$ cat config.mk
export PLATFORM = sky130hd
export DESIGN_NAME = riscv_inst_encoder
export DESIGN_NICKNAME = d
export VERILOG_FILES = /design/src/rtl/riscv_inst_encoder.sv
export SDC_FILE = /design/constraint.sdc
export NUM_CORES = 1
export LEC_CHECK = 0
export ABC_CLOCK_PERIOD_IN_PS = 2600
export CORE_UTILIZATION = 47
export CTS_CLUSTER_DIAMETER = 200
export DETAILED_ROUTE_END_ITERATION = 10
export GPL_ROUTABILITY_DRIVEN = 0
export GPL_TIMING_DRIVEN = 0
export PLACE_DENSITY_LB_ADDON = 0.2
export SYNTH_ARGS = -nofsm -noshare
export SYNTH_HDL_FRONTEND = slang
export SYNTH_SLANG_ARGS = --single-unit
$ cat constraint.sdc
create_clock -name clk -period 2.6 [get_ports clk]
set_input_delay 0.52 -clock clk [delete_from_list [all_inputs] [get_ports clk]]
set_output_delay 0.52 -clock clk [all_outputs]
set_load 0.02 [all_outputs]
$ cat src/rtl/riscv_inst_encoder.sv
// riscv_inst_encoder: packs RV32I instruction fields (R/I/S/B/U/J) into
// 32-bit words, buffers them in a small FIFO and streams them out with
// sequential byte addresses to an instruction-memory loader.
module riscv_inst_encoder #(
  parameter int                FIFO_DEPTH = 4,
  parameter int                ADDR_W     = 32,
  parameter logic [ADDR_W-1:0] BASE_ADDR  = '0
) (
  input  logic              clk,
  input  logic              rst_n,
  input  logic              flush,
  input  logic              in_valid,
  output logic              in_ready,
  input  logic [2:0]        in_type,
  input  logic [2:0]        in_func3,
  input  logic [6:0]        in_func7,
  input  logic [4:0]        in_rd,
  input  logic [4:0]        in_rs1,
  input  logic [4:0]        in_rs2,
  input  logic [31:0]       in_imm,
  output logic              out_valid,
  input  logic              out_ready,
  output logic [31:0]       out_word,
  output logic [ADDR_W-1:0] out_addr,
  output logic              err_illegal
);

  localparam int PTR_W = (FIFO_DEPTH > 1) ? $clog2(FIFO_DEPTH) : 1;

  typedef enum logic [2:0] {
    T_R = 3'd0, T_I = 3'd1, T_S = 3'd2, T_B = 3'd3, T_U = 3'd4, T_J = 3'd5
  } inst_type_e;

  logic [31:0]      r_mem [FIFO_DEPTH];
  logic [PTR_W-1:0] r_wptr;
  logic [PTR_W-1:0] r_rptr;
  logic [PTR_W:0]   r_count;
  logic [ADDR_W-1:0] r_addr;
  logic             r_err;

  logic [31:0] w_word;
  logic        w_illegal;
  logic        w_full;
  logic        w_empty;
  logic        w_accept;
  logic        w_push;
  logic        w_pop;

  assign w_full    = (r_count == (PTR_W+1)'(FIFO_DEPTH));
  assign w_empty   = (r_count == '0);
  assign in_ready  = !w_full;
  assign w_accept  = in_valid && in_ready;
  // flush wins: the bundle presented with it is dropped silently
  assign w_push    = w_accept && !w_illegal && !flush;
  assign w_pop     = !w_empty && out_ready && !flush;

  assign out_valid   = !w_empty;
  assign out_word    = w_empty ? '0 : r_mem[r_rptr];
  assign out_addr    = r_addr;
  assign err_illegal = r_err;

  // Field packing per instruction format; flags types 6/7 and odd B/J offsets
  always_comb begin
    w_word    = '0;
    w_illegal = 1'b0;
    case (in_type)
      T_R: w_word = {in_func7, in_rs2, in_rs1, in_func3, in_rd, 7'b0110011};
      T_I: begin
        // shift-immediates carry func7 in the upper bits and a 5-bit shamt
        if (in_func3 == 3'b001 || in_func3 == 3'b101)
          w_word = {in_func7, in_imm[4:0], in_rs1, in_func3, in_rd, 7'b0010011};
        else
          w_word = {in_imm[11:0], in_rs1, in_func3, in_rd, 7'b0010011};
      end
      T_S: w_word = {in_imm[11:5], in_rs2, in_rs1, in_func3, in_imm[4:0], 7'b0100011};
      T_B: begin
        w_word    = {in_imm[12], in_imm[10:5], in_rs2, in_rs1, in_func3,
                     in_imm[4:1], in_imm[11], 7'b1100011};
        w_illegal = in_imm[0];
      end
      T_U: w_word = {in_imm[31:12], in_rd, 7'b0010111};
      T_J: begin
        w_word    = {in_imm[20], in_imm[10:1], in_imm[11], in_imm[19:12],
                     in_rd, 7'b1101111};
        w_illegal = in_imm[0];
      end
      default: w_illegal = 1'b1;
    endcase
  end

  // FIFO storage; contents need no reset since occupancy gates visibility
  always_ff @(posedge clk) begin
    if (w_push) r_mem[r_wptr] <= w_word;
  end

  // Pointers, occupancy, address counter and illegal-bundle pulse
  always_ff @(posedge clk or negedge rst_n) begin
    if (!rst_n) begin
      r_wptr  <= '0;
      r_rptr  <= '0;
      r_count <= '0;
      r_addr  <= BASE_ADDR;
      r_err   <= 1'b0;
    end else if (flush) begin
      r_wptr  <= '0;
      r_rptr  <= '0;
      r_count <= '0;
      r_addr  <= BASE_ADDR;
      r_err   <= 1'b0;
    end else begin
      r_err <= w_accept && w_illegal;
      if (w_push) r_wptr <= r_wptr + PTR_W'(1);
      if (w_pop) begin
        r_rptr <= r_rptr + PTR_W'(1);
        r_addr <= r_addr + ADDR_W'(4);
      end
      case ({w_push, w_pop})
        2'b10:   r_count <= r_count + (PTR_W+1)'(1);
        2'b01:   r_count <= r_count - (PTR_W+1)'(1);
        default: r_count <= r_count;
      endcase
    end
  end

endmodule

# After elaboration in Yosys (flattened, before gate mapping)
# Memories as Yosys holds them, arrays and structs flattened.
# Index checks and enable logic that the tools add are counted.
[word_totals]
register_bits = 40
ram_bits = 128
input_bits = 65
out_inout_bits = 67
elab_cells = 54
n_memories = 1
[op_classes]
add_sub_neg = 5
eq_ne = 10
n_mux = 15
n_reduce_logical = 18
[memory_table]
columns = ["name", "depth", "word_bits", "read_ports", "rd_clocked_by_memory_dff", "wr", "line_no", "text"]
rows = [
  ["r_mem", 4, 32, 1, 0, 1, "34", "logic [31:0] r_mem [FIFO_DEPTH];"],
]
[ops]
columns = ["operator", "count"]
rows = [
  ["$pmux 32 s6", 1],
  ["$mux 32", 4],
  ["$add 32x3->32 const B", 1],
  ["$eq 3x3->1 const B", 4],
  ["$mux 2", 4],
  ["$eq 3x1->1 const B", 2],
  ["$eq 3x2->1 const B", 2],
  ["$logic_and 1x1->1", 6],
  ["$logic_not 3->1", 2],
  ["$pmux 3 s2", 1],
  ["$add 2x1->2 const B", 2],
  ["$logic_not 1->1", 4],
  ["$reduce_bool 2->1", 2],
  ["$reduce_or 4->1", 1],
  ["$add 3x1->3 const B", 1],
  ["$mux 1", 3],
  ["$mux 3", 1],
  ["$reduce_bool 3->1", 1],
  ["$sub 3x1->3 const B", 1],
  ["$eq 2x1->1 const B", 1],
  ["$eq 2x2->1 const B", 1],
  ["$pmux 1 s2", 1],
  ["$reduce_or 2->1", 1],
  ["$logic_or 1x1->1", 1],
]

# Longest topological paths before layout
[logic_depth]
word_depth = 9
mapped_depth = 10
ltp_nobuf = 9

# Worst setup path before layout
# OpenSTA, ideal clock, no wires.
[synth_timing]
path_kind = "register to register"
from = "reg r_count[0]"
to = "reg r_count[2]"
arrival_time_ns = 2.303
required_time_ns = 2.481
path_slack_ns = 0.178
path_stages_with_launch = 11
synth_period_minus_slack_ns = 2.422
cell_sequence = "dfrtp_1 nor3_1 and2b_1 buf_2 nand2_1 nor2_1 fa_1 or2_2 mux2i_1 xnor2_1 nor2_1"
[synth_via]
elab_chain_cells = 8
elab_cells_between_ends = 16
cone_classes = "add/sub: 2; eq/ne: 3; mux: 2; reduce/logical: 9"
[synth_lines]
columns = ["item", "line_no", "text"]
rows = [
  ["start: declaration", "37", "logic [PTR_W:0] r_count;"],
  ["start signal: assignment", "118", "2'b10: r_count <= r_count + (PTR_W+1)'(1);"],
  ["start signal: assignment", "119", "2'b01: r_count <= r_count - (PTR_W+1)'(1);"],
  ["start signal: assignment", "120", "default: r_count <= r_count;"],
  ["$eq 3x3->1", "49", "assign w_full = (r_count == (PTR_W+1)'(FIFO_DEPTH));"],
  ["$logic_not 1->1", "51", "assign in_ready = !w_full;"],
  ["$logic_and 1x1->1", "52", "assign w_accept = in_valid && in_ready;"],
  ["$logic_and 1x1->1 (2 in a row)", "54", "assign w_push = w_accept && !w_illegal && !flush;"],
  ["$eq 2x1->1 or $eq 2x2->1 (tied branches)", "117", "case ({w_push, w_pop})"],
  ["$pmux 3 s2", "117", ""],
  ["$mux 3", "104", "end else if (flush) begin"],
]
# Several ways; a longest one is shown, not always the timed one.
# A chain may end at the register's enable or synchronous reset.

# Final worst setup path
[layout_timing]
from = "in in_type[2]"
to = "mem r_mem[2][24], data pin"
[layout_via]
elab_chain_cells = 2
elab_cells_between_ends = 7
cone_classes = "eq/ne: 5; mux: 1; reduce/logical: 1"
[layout_lines]
columns = ["item", "line_no", "text"]
rows = [
  ["start: declaration", "14", "input logic [2:0] in_type,"],
  ["$eq 3x3->1, or another cell as far along", "66", "case (in_type)"],
  ["$pmux 32 s6 *", "66", ""],
  ["net w_word[24]", "41", "logic [31:0] w_word;"],
  ["end: declaration", "34", ""],
]
# The timed path passes the listed nets; every way through them passes the cells marked *.

==> results.tsv <==
stage	metric	value	unit
outcome	status	finished, final reports clean	
sta	Tcrit/Tclk final	0.986	
floorplan	Rows	44	
global_routing	vias in the first global route	4745	
clocking	H-tree levels	4	
sta	Slew HR	0.316	
detailed_routing	vias per inst	5.54	
layout	area delta synth->final	30.1	%
floorplan	Die ar.	15800	sq um
critical_path	Crit Path Class	in -> reg	
critical_path	Reg2Reg Setup Slack	0.28	ns
clocking	worst skew pair latency	0.43	ns
sta	setup TNS	0	ns
floorplan	core footprint	14800	sq um
synth	largest area contributor in the netlist	edfxtp_1	
placed_design	dpl hpwl	10600	um
synth	yosys warns	0	
floorplan	Die W	126	um
critical_path	cell chain of the critical path	clkdlybuf4s50_1 -> clkbuf_1 -> nor2b_1 -> a22oi_1 -> o21ai_0	
critical_path	r2r startpoint	r_count[1]$_DFFE_PN0P_	
global_routing	antenna violations before repair	0	
floorplan	Initial Util	0.488	
critical_path	Crit. End Element	flop	
job	max cap viols	0	
placed_design	DP Area	8710	sq um
clocking	clk sink count	162	
detailed_routing	vias	4669	
layout	fin area	9360	sq um
sta	fin crit period	2.56	ns
synth	Syn Inst Count	489	
floorplan	I/O pin total	132	
synth	asr flop ratio synth	0.235	
synth	distinct cell type count after synthesis	51	
synth	top-area cell type share of the netlist area	0.517	
detailed_routing	drt pass-1 iters	6	
sta	Fin Clk Skew	0.00436	ns
sta	RSZ-0062 raised after global routing	yes	
layout	Multi-input gate area	2370	sq um
critical_path	critical path fanouts, max	10	
sta	Worst-Margin Slew	1.02	ns
critical_path	slowest stage delay, CP	0.62	ns
layout	non-filler instance count after layout	843	
critical_path	Worst Path Required	2.74	ns
synth	Synth Flop Type	edfxtp_1	
layout	share of layout cells above drive strength 1	0.200	
sta	fmax	390	MHz
detailed_routing	antenna-violating nets left	0	
clocking	CTS Buf Count	17	
global_routing	largest net degree at the start of global routing	39	
global_routing	grt ovf	0	
sta	max-slew violations	0	
synth	dominant cells by area after synthesis	edfxtp_1 (52%), dfrtp_1 (13%), mux4_2 (9.7%), xor2_1 (3.4%), nor2b_1 (2.9%)	
global_routing	first-pass GRT wire length	25000	um
synth	synthesized area per cell	14.7	sq um
synth	count of flip-flops with a built-in enable after synthesis	124	
detailed_routing	Routed WL	16200	um
placed_design	placed instance count	802	
floorplan	Die Y	126	um
layout	Fillers	1112	
critical_path	CP Launch Type	primary input	
clocking	CTS tree	done	
synth	register bit count reported by yosys	162	
pwr	total leakage power	3.50	nW
detailed_routing	DRC	0	
detailed_routing	drt first-iter violations	358	
global_routing	GRT Overall Usage	0.214	
layout	NumNets Final	717	
sta	final hold violations	0	
layout	# diodes	0	
placed_design	I/O Buffers	128	
pwr	pwr/cell area	890	nW/um^2
critical_path	crit path from	in_type[2]	
clocking	CTS clk-pin slew, worst paths	0.06	ns
critical_path	Crit path arrival time	2.70	ns
clocking	CTS root buf	clkbuf_16	
sta	worst hold slack	0.206	ns
detailed_routing	WL per Instance	19.2	um
worst_hold_path	Hold Path Class	in -> async	
clocking	cts hold-fix bufs	0	
layout	register area	4680	sq um
clocking	CTS max path bufs	2	
synth	register area share after synthesis	0.650	
sta	# setup viols final	0	
synth	Cell Area, Synth	7200	sq um
critical_path	highest-delay cell along the critical path	clkdlybuf4s50_1	
pwr	peak supply drop	0.573	mV
-- Yosys cell counts, types with 5 or more instances --
| cell | n |
|---|---|
| and2_1 | 6 |
| nor2_1 | 43 |
| edfxtp_1 | 124 |
| nand4_1 | 12 |
| ha_1 | 5 |
| inv_1 | 18 |
| a22o_1 | 5 |
| mux4_2 | 31 |
| dfrtp_1 | 38 |
| o21ai_0 | 16 |
| clkbuf_1 | 15 |
| a222oi_1 | 6 |
| xor2_1 | 28 |
| a22oi_1 | 5 |
| nand3_1 | 10 |
| xnor2_1 | 7 |
| nand2_1 | 31 |
| nor2b_1 | 33 |
-- placed cells by master, fill, tap and decap left out, drive strengths merged, types with 28 or more instances in the layout --
cell / n
buf: 42
clkbuf: 37
clkdlybuf4s50: 94
dfrtp: 38
edfxtp: 124
mux4: 31
nand2: 31
nor2: 43
nor2b: 33
xor2: 28
-- metal layers --
layer | track usage | vias up | part of all wire
li1 | - | 2129 | -
met1 | 0.270 | 2354 | 0.43
met2 | 0.354 | 156 | 0.49
met3 | 0.0523 | 30 | 0.056
met4 | 0.0886 | 0 | 0.021
met5 | 0 | - | 0
-- sequential cells by signal, summed over array words and instances, names as in the netlist --
| name | flops |
|---|---|
| r_count | 3 |
| r_mem | 124 |
| err_illegal | 1 |
| out_addr | 30 |
| r_rptr | 2 |
| r_wptr | 2 |
-- repair_timing --
item                                    4_1_cts  5_1_grt
setup buffers                                10        0
resized for setup                           120       23
hold endpoints to repair                      0        0
pin swaps                                     1        0
gates cloned                                  0        0
endpoints found under the setup margin       35       96
-- power breakdown --
group / internal, mW / total [mW] / switching [mW]
logic: 1.22 / 2.62 / 1.41
clock network: 1.69 / 2.66 / 0.965
registers: 2.95 / 3.05 / 0.107
-- through the flow --
stage	utilization	setup slack [ns]	total power, mW
6_report	0.635	0.0370	8.34
5_1_grt	0.635	-0.0460	8.67
4_1_cts	0.639	-0.0243	8.48
3_5_place_dp	0.590	-0.406	5.76
3_3_place_gp	0.590	-0.818	5.73
2_1_floorplan	-	0.178	4.66
-- worst paths after layout --
kind / endpoint / cells past startpoint
max: r_mem[2][24]$_DFFE_PP_ / 5
min: out_addr[20]$_DFFE_PN0N_ / 1
max reg2reg: r_count[2]$_DFFE_PN0P_ / 10
min reg2reg: out_addr[22]$_DFFE_PN0N_ / 2
max in group asynchronous: r_rptr[0]$_DFFE_PN0N_ / 1
min in group clk: out_addr[22]$_DFFE_PN0N_ / 2
-- cell type report --
| cell class | instances | share of cell area |
|---|---|---|
| plain buffers | 23 | 0.0183 |
| flip-flops and latches | 162 | 0.500 |
| clock inverters | 12 | 0.0199 |
| inverters | 20 | 0.00802 |
| multi-input cells | 284 | 0.253 |
| clock buffers | 20 | 0.0466 |
| repair buffers | 138 | 0.130 |
| well taps | 184 | 0.0246 |
-- critical path, delay by kind of cell --
kind | cells | cell delay [ns]
compound gates | 2 | 0.74
buf+inv | 2 | 1.01
simple gates | 1 | 0.43
-- cells by family (layout without fill, tap and decap cells) --
family | count (synthesis) | count (layout) | share of synthesized area
and+or+nand+nor | 161 | 161 | 0.120
buffers and inverters | 44 | 213 | 0.0266
other | 1 | 2 | 0.000521
adders and majority gates | 6 | 6 | 0.0115
AOI/OAI and AO/OA | 43 | 43 | 0.0435
DFF | 162 | 162 | 0.650
xor gates and xnor gates | 35 | 35 | 0.0426
muxes | 37 | 37 | 0.106
No activity file was read; power rests on OpenSTA's default activity.
